===== src/rtl/alu_pe_share_arb_pkg.sv =====
// Shared types and constants for the ALU processing-element sharing arbiter.
// Holds the requester-index width helper and the perf counter width.
package alu_pe_share_arb_pkg;

    localparam int ALU_ARB_PERF_W = 64;

    typedef logic [ALU_ARB_PERF_W-1:0] alu_arb_perf_t;

    // Requester index width; at least one bit so a 1-wide index is always legal.
    function automatic int alu_arb_idx_w(input int num_reqs);
        return (num_reqs > 1) ? $clog2(num_reqs) : 1;
    endfunction

endpackage


===== src/rtl/alu_pe_share_order_fifo.sv =====
// Order FIFO recording which requester owns each outstanding PE request.
// Head is read straight from storage so routing is combinational.
module alu_pe_share_order_fifo #(
    parameter int DEPTH = 8,
    parameter int WIDTH = 2
) (
    input  logic             clk,
    input  logic             reset,
    input  logic             push,
    input  logic [WIDTH-1:0] push_idx,
    input  logic             pop,
    output logic [WIDTH-1:0] head,
    output logic             empty,
    output logic             full
);
    localparam int AW = $clog2(DEPTH);

    logic [WIDTH-1:0] mem [DEPTH];
    logic [AW:0]      wr_ptr;
    logic [AW:0]      rd_ptr;
    logic             do_push;
    logic             do_pop;

    assign do_push = push && !full;
    assign do_pop  = pop && !empty;

    always_ff @(posedge clk or negedge reset) begin
        if (!reset) begin
            wr_ptr <= '0;
            rd_ptr <= '0;
        end else begin
            if (do_push) wr_ptr <= wr_ptr + 1'b1;
            if (do_pop)  rd_ptr <= rd_ptr + 1'b1;
        end
    end

    always_ff @(posedge clk) begin
        if (do_push) mem[wr_ptr[AW-1:0]] <= push_idx;
    end

    assign head  = mem[rd_ptr[AW-1:0]];
    assign empty = (wr_ptr == rd_ptr);
    assign full  = (wr_ptr[AW] != rd_ptr[AW]) && (wr_ptr[AW-1:0] == rd_ptr[AW-1:0]);

endmodule


===== src/rtl/alu_pe_share_arb.sv =====
// Shares one in-order multi-cycle ALU PE between NUM_REQS blocks: round-robin issue,
// grant lock under backpressure, credit limit, in-order response routing.
// Optional perf counters: define ALU_PE_SHARE_ARB_PERF_EN.
module alu_pe_share_arb
    import alu_pe_share_arb_pkg::*;
#(
    parameter int NUM_REQS     = 4,
    parameter int DATA_W       = 64,
    parameter int RSP_W        = 32,
    parameter int MAX_INFLIGHT = 8
) (
    input  logic                         clk,
    input  logic                         reset,
    input  logic [NUM_REQS-1:0]          req_valid,
    input  logic [NUM_REQS*DATA_W-1:0]   req_data,
    output logic [NUM_REQS-1:0]          req_ready,
    output logic                         pe_req_valid,
    output logic [DATA_W-1:0]            pe_req_data,
    input  logic                         pe_req_ready,
    input  logic                         pe_rsp_valid,
    input  logic [RSP_W-1:0]             pe_rsp_data,
    output logic                         pe_rsp_ready,
    output logic [NUM_REQS-1:0]          rsp_valid,
    output logic [RSP_W-1:0]             rsp_data,
    input  logic [NUM_REQS-1:0]          rsp_ready,
    output logic [$clog2(MAX_INFLIGHT):0] inflight
`ifdef ALU_PE_SHARE_ARB_PERF_EN
   ,output logic [ALU_ARB_PERF_W-1:0]    perf_stall_cycles,
    output logic [ALU_ARB_PERF_W-1:0]    perf_issued
`endif
);
    localparam int ALU_ARB_IDX_W = alu_arb_idx_w(NUM_REQS);
    localparam int CNT_W         = $clog2(MAX_INFLIGHT) + 1;
    localparam logic [CNT_W-1:0] MAX_CNT = CNT_W'(MAX_INFLIGHT);

    logic [ALU_ARB_IDX_W-1:0] rr_ptr, lock_idx, rr_grant, grant, cand, head;
    logic                     locked, can_issue, any_valid, head_ready;
    logic                     req_fire, rsp_fire, fifo_empty, fifo_full;

    assign any_valid = |req_valid;
    assign can_issue = (inflight < MAX_CNT);

    // Reverse scan so the nearest valid requester at/after rr_ptr wins.
    always_comb begin
        rr_grant = rr_ptr;
        cand     = '0;
        for (int k = NUM_REQS - 1; k >= 0; k--) begin
            cand = ALU_ARB_IDX_W'((int'(rr_ptr) + k) % NUM_REQS);
            if (req_valid[cand]) rr_grant = cand;
        end
    end

    assign grant = locked ? lock_idx : rr_grant;

    always_comb begin
        pe_req_data = '0;
        req_ready   = '0;
        rsp_valid   = '0;
        head_ready  = 1'b0;
        for (int i = 0; i < NUM_REQS; i++) begin
            if (grant == ALU_ARB_IDX_W'(i)) begin
                pe_req_data  = req_data[i*DATA_W +: DATA_W];
                req_ready[i] = reset && can_issue && any_valid && pe_req_ready;
            end
            if (head == ALU_ARB_IDX_W'(i)) begin
                rsp_valid[i] = reset && pe_rsp_valid && !fifo_empty;
                head_ready   = rsp_ready[i];
            end
        end
    end

    assign pe_req_valid = reset && can_issue && any_valid;
    assign req_fire     = pe_req_valid && pe_req_ready;
    assign pe_rsp_ready = reset && !fifo_empty && head_ready;
    assign rsp_fire     = pe_rsp_valid && pe_rsp_ready;
    assign rsp_data     = pe_rsp_data;

    always_ff @(posedge clk or negedge reset) begin
        if (!reset) begin
            rr_ptr   <= '0;
            locked   <= 1'b0;
            lock_idx <= '0;
            inflight <= '0;
        end else begin
            if (req_fire) begin
                locked <= 1'b0;
                rr_ptr <= (grant == ALU_ARB_IDX_W'(NUM_REQS - 1)) ? '0 : grant + 1'b1;
            end else if (pe_req_valid) begin
                locked   <= 1'b1;
                lock_idx <= grant;
            end
            case ({req_fire, rsp_fire})
                2'b10:   inflight <= inflight + 1'b1;
                2'b01:   inflight <= inflight - 1'b1;
                default: inflight <= inflight;
            endcase
        end
    end

    alu_pe_share_order_fifo #(
        .DEPTH (MAX_INFLIGHT),
        .WIDTH (ALU_ARB_IDX_W)
    ) u_order_fifo (
        .clk      (clk),
        .reset    (reset),
        .push     (req_fire),
        .push_idx (grant),
        .pop      (rsp_fire),
        .head     (head),
        .empty    (fifo_empty),
        .full     (fifo_full)
    );

`ifdef ALU_PE_SHARE_ARB_PERF_EN
    always_ff @(posedge clk or negedge reset) begin
        if (!reset) begin
            perf_stall_cycles <= '0;
            perf_issued       <= '0;
        end else begin
            if (any_valid && !req_fire) perf_stall_cycles <= perf_stall_cycles + 1'b1;
            if (req_fire)               perf_issued       <= perf_issued + 1'b1;
        end
    end
`endif

`ifndef SYNTHESIS
    always_ff @(posedge clk) begin
        if (reset) begin
            assert (!(pe_rsp_valid && fifo_empty))
                else $error("alu_pe_share_arb: PE response with no outstanding request");
            assert (!(req_fire && fifo_full))
                else $error("alu_pe_share_arb: issue with order FIFO full");
        end
    end
`endif

endmodule


===== config.mk =====
export PLATFORM = sky130hd
export DESIGN_NAME = alu_pe_share_arb
export DESIGN_NICKNAME = d
export VERILOG_FILES = /design/src/rtl/alu_pe_share_arb_pkg.sv /design/src/rtl/alu_pe_share_order_fifo.sv /design/src/rtl/alu_pe_share_arb.sv
export SDC_FILE = /design/constraint.sdc
export NUM_CORES = 1
export LEC_CHECK = 0
export CELL_PAD_IN_SITES_DETAIL_PLACEMENT = 0
export CELL_PAD_IN_SITES_GLOBAL_PLACEMENT = 1
export CORE_MARGIN = 4
export CORE_UTILIZATION = 17
export DETAILED_ROUTE_END_ITERATION = 10
export GPL_TIMING_DRIVEN = 0
export PLACE_DENSITY = 0.85
export RECOVER_POWER = 25
export SKIP_CTS_REPAIR_TIMING = 1
export SLEW_MARGIN = 5
export SYNTH_ARGS = -nofsm -noshare
export SYNTH_HDL_FRONTEND = slang
export SYNTH_SLANG_ARGS = --single-unit

===== constraint.sdc =====
create_clock -name clk -period 3.45 [get_ports clk]
set_clock_uncertainty 0.05 [all_clocks]
set_input_delay 0.5175 -clock clk [delete_from_list [all_inputs] [get_ports clk]]
set_output_delay 0.5175 -clock clk [all_outputs]
set_load 0.01 [all_outputs]

==> results.ini <==
[synth]
post-synth-top-area-fraction_pct=15.9
ys_seq_elements=33
synth_area_leaders=a21oi_1, nor2_1, nand2_1
yosys_warnings=0
synthDistinctLibCells=40
syn_nets=1004
synth_edf_count=16
yosysMostFrequentCell=nor2_1
avgSynthCellArea_um2=6.06
synth_commonest_cells=nor2_1, nand2_1, a21oi_1
synthCells=694
syn_area_um2=4210
async_flop_share_pct=51.5
ys_seq_area_share_pct=21.5
ys.flop_type=dfrtp_1
synth_area_leader_cell=a21oi_1

[power_and_ir_drop]
leakage_uw=0.00426
powerDensity_nw_per_um2=919
max-vdd-ir-drop_mv=0.406

[final_layout]
n_fill_cell=2583
drive_gt1_share_pct=13.8
syn_to_final_growth_pct=113
fin_cells=1414
nets=1397

[critical_path]
cp_cell_sequence=buf_4 > nor2b_4 > nor3_2 > a21oi_2 > o31ai_4 > inv_2 > ha_4 > buf_8 > buf_8 > buf_8 > nand2_2 > nor2_1 > a21oi_1 > nor2_1 > a21oi_1 > o21ai_1 > buf_2
cp.required_ns=2.88
cp_slowest_cell=o31ai_4
crit_path_frequent_cell=buf_8
cp_slowest_stage_delay_ns=0.36
crit_arrival_ns=2.78
cp-end-kind=output port
r2r_cells=14
r2r_start=u_order_fifo.rd_ptr[0]$_DFFE_PN0P_
r2r_end=inflight[3]$_DFFE_PN0P_
start_kind=primary input
crit_type=primary input to output port
critPathMaxFanout=10
ff2ff_setup_slack_ns=0.27

[global_route]
grt_max_degree=21
use_met3_pct=3.45
antenna_found_initial=3
gr-total-overflow=0
met1_usage_pct=19.6
grt.total_usage_pct=16.0
grt-busiest-layer=met2
use_met2_pct=28.7
grt_first_pass_wirelength_mm=33.8
grt_pass1_vias=6059

[route]
drt-pass1-iter-count=4
final_antenna_net_count=0
via_count=6099
viasPerCell=4.31
avgRoutedWirePerCell_um=17.2
drt_iter0_markers=198
drc_errors=0
routed_wl_mm=24.3

[floorplanning]
initial_core_util_pct=17.3
die_x_um=165
die_h_um=165
coreArea_um2=24300
die-area_um2=27300
num_rows=57
ioPinCount=410

[sta]
worst_slack_ns=0.103
worst_slew_pin_slew_ns=0.593
final-hold-violation-count=0
post-route-min-period_ns=3.35
timing.fmax_ghz=0.299
period_share_pct=97.0
slew_violations=0
slew_headroom_pct=60.3
fin_hold_ws_ns=0.140
setup_viol=0

[cts]
insertion_delay_ns=0.28
cts.htree.levels=2
root_buffer=clkbuf_16
cts_buffers=5
cts_tree=done
clk_pin_slew_ns=0.05
cts.sinks=33
cts_max_path_buffers=2

[placement]
port_buffers=377
gp_congestion=0.807
dp_hpwl_mm=20.0
placedCellCount=1395
pre_cts_ws_ns=-2.20

[min_path]
min_path_type=primary input to asynchronous set/reset pin

[outcome]
status=completed

[run]
drv_cap=0

## cell usage in the layout, fill, tap and decap left out, types with 15 or more instances in the layout
master and count:
a21oi_1 126, o21ai_0 56, dfrtp_1 15, clkdlybuf4s50_1 308
edfxtp_1 16, nor2_1 142, clkbuf_2 20, dlymetal6s2s_1 52
nand2_1 138, buf_4 51
## kinds of logic after synthesis
family          synth area share [%]
compound gates                  25.9
simple gates                    30.3
buf+inv                         11.7
mux                             4.40
xor+xnor                        2.92
fa+ha+maj                       3.15
flops                           21.5
## final cells by class
class / count / area (um2) / area share (%)
timing repair buffer: 386 / 3910 / 43.6
clock buffer: 5 / 125 / 1.39
inverter: 9 / 33.8 / 0.376
tap: 324 / 405 / 4.52
clock inverter: 3 / 41.3 / 0.460
antenna: 2 / 5.00 / 0.0557
multi-input combinational: 566 / 2910 / 32.4
sequential: 33 / 908 / 10.1
buffer: 86 / 634 / 7.07
## where the power goes
part,internal (uW),leakage (uW),total [uW],switching (uW)
combinational,3240,0.00383,7090,3850
clock,337,0.0000775,498,161
sequential,572,0.000347,671,99.0
total,4150,0.00426,8250,4110
## per-layer routing
metal / wire (um) / vias up
li1: - / 3065
met5: 13 / -
met2: 12500 / 207
met4: 376 / 2
met3: 1480 / 24
met1: 9920 / 2801
## worst max-delay path by stage
stage	from	endpoint	slack, ns	cells after the start
3_5_place_dp	req_valid[0]	pe_req_data[2]	-2.20	13
4_1_cts	req_valid[0]	pe_req_data[2]	-2.20	13
2_1_floorplan	req_valid[0]	pe_req_data[53]	0.24	11
3_3_place_gp	req_valid[0]	pe_req_data[2]	-2.09	13
6_report	req_valid[2]	pe_req_data[51]	0.10	17
5_1_grt	req_valid[2]	pe_req_data[60]	-0.06	13
## worst max-delay path, delay by kind of cell
| family | cells | cell delay (ns) |
|---|---|---|
| buffers and inverters | 6 | 0.82 |
| adder cells (fa/ha/maj) | 1 | 0.18 |
| AND/OR/NAND/NOR | 5 | 0.45 |
| AO/OA/AOI/OAI | 5 | 0.79 |
## stage by stage
step | instance area (um2) | setup TNS, ns | total power, uW | utilization [%]
after floorplan | 4210 | 0 | 4170 | -
after global placement | 8390 | -113.25 | 7500 | 34.5
after detailed placement | 8390 | -121.25 | 7540 | 34.5
after CTS | 8560 | -116.49 | 8080 | 35.2
after global routing | 8980 | -0.778 | 9050 | 36.9
final | 8980 | 0 | 8250 | 36.9
## state kept, by name (all words and copies together) (netlist names)
| register | cells |
|---|---|
| inflight | 4 |
| u_order_fifo.rd_ptr | 4 |
| u_order_fifo.wr_ptr | 4 |
| u_order_fifo.mem | 16 |
| rr_ptr | 2 |
| lock_idx | 2 |
| locked | 1 |
No activity file was read; power rests on OpenSTA's default activity.
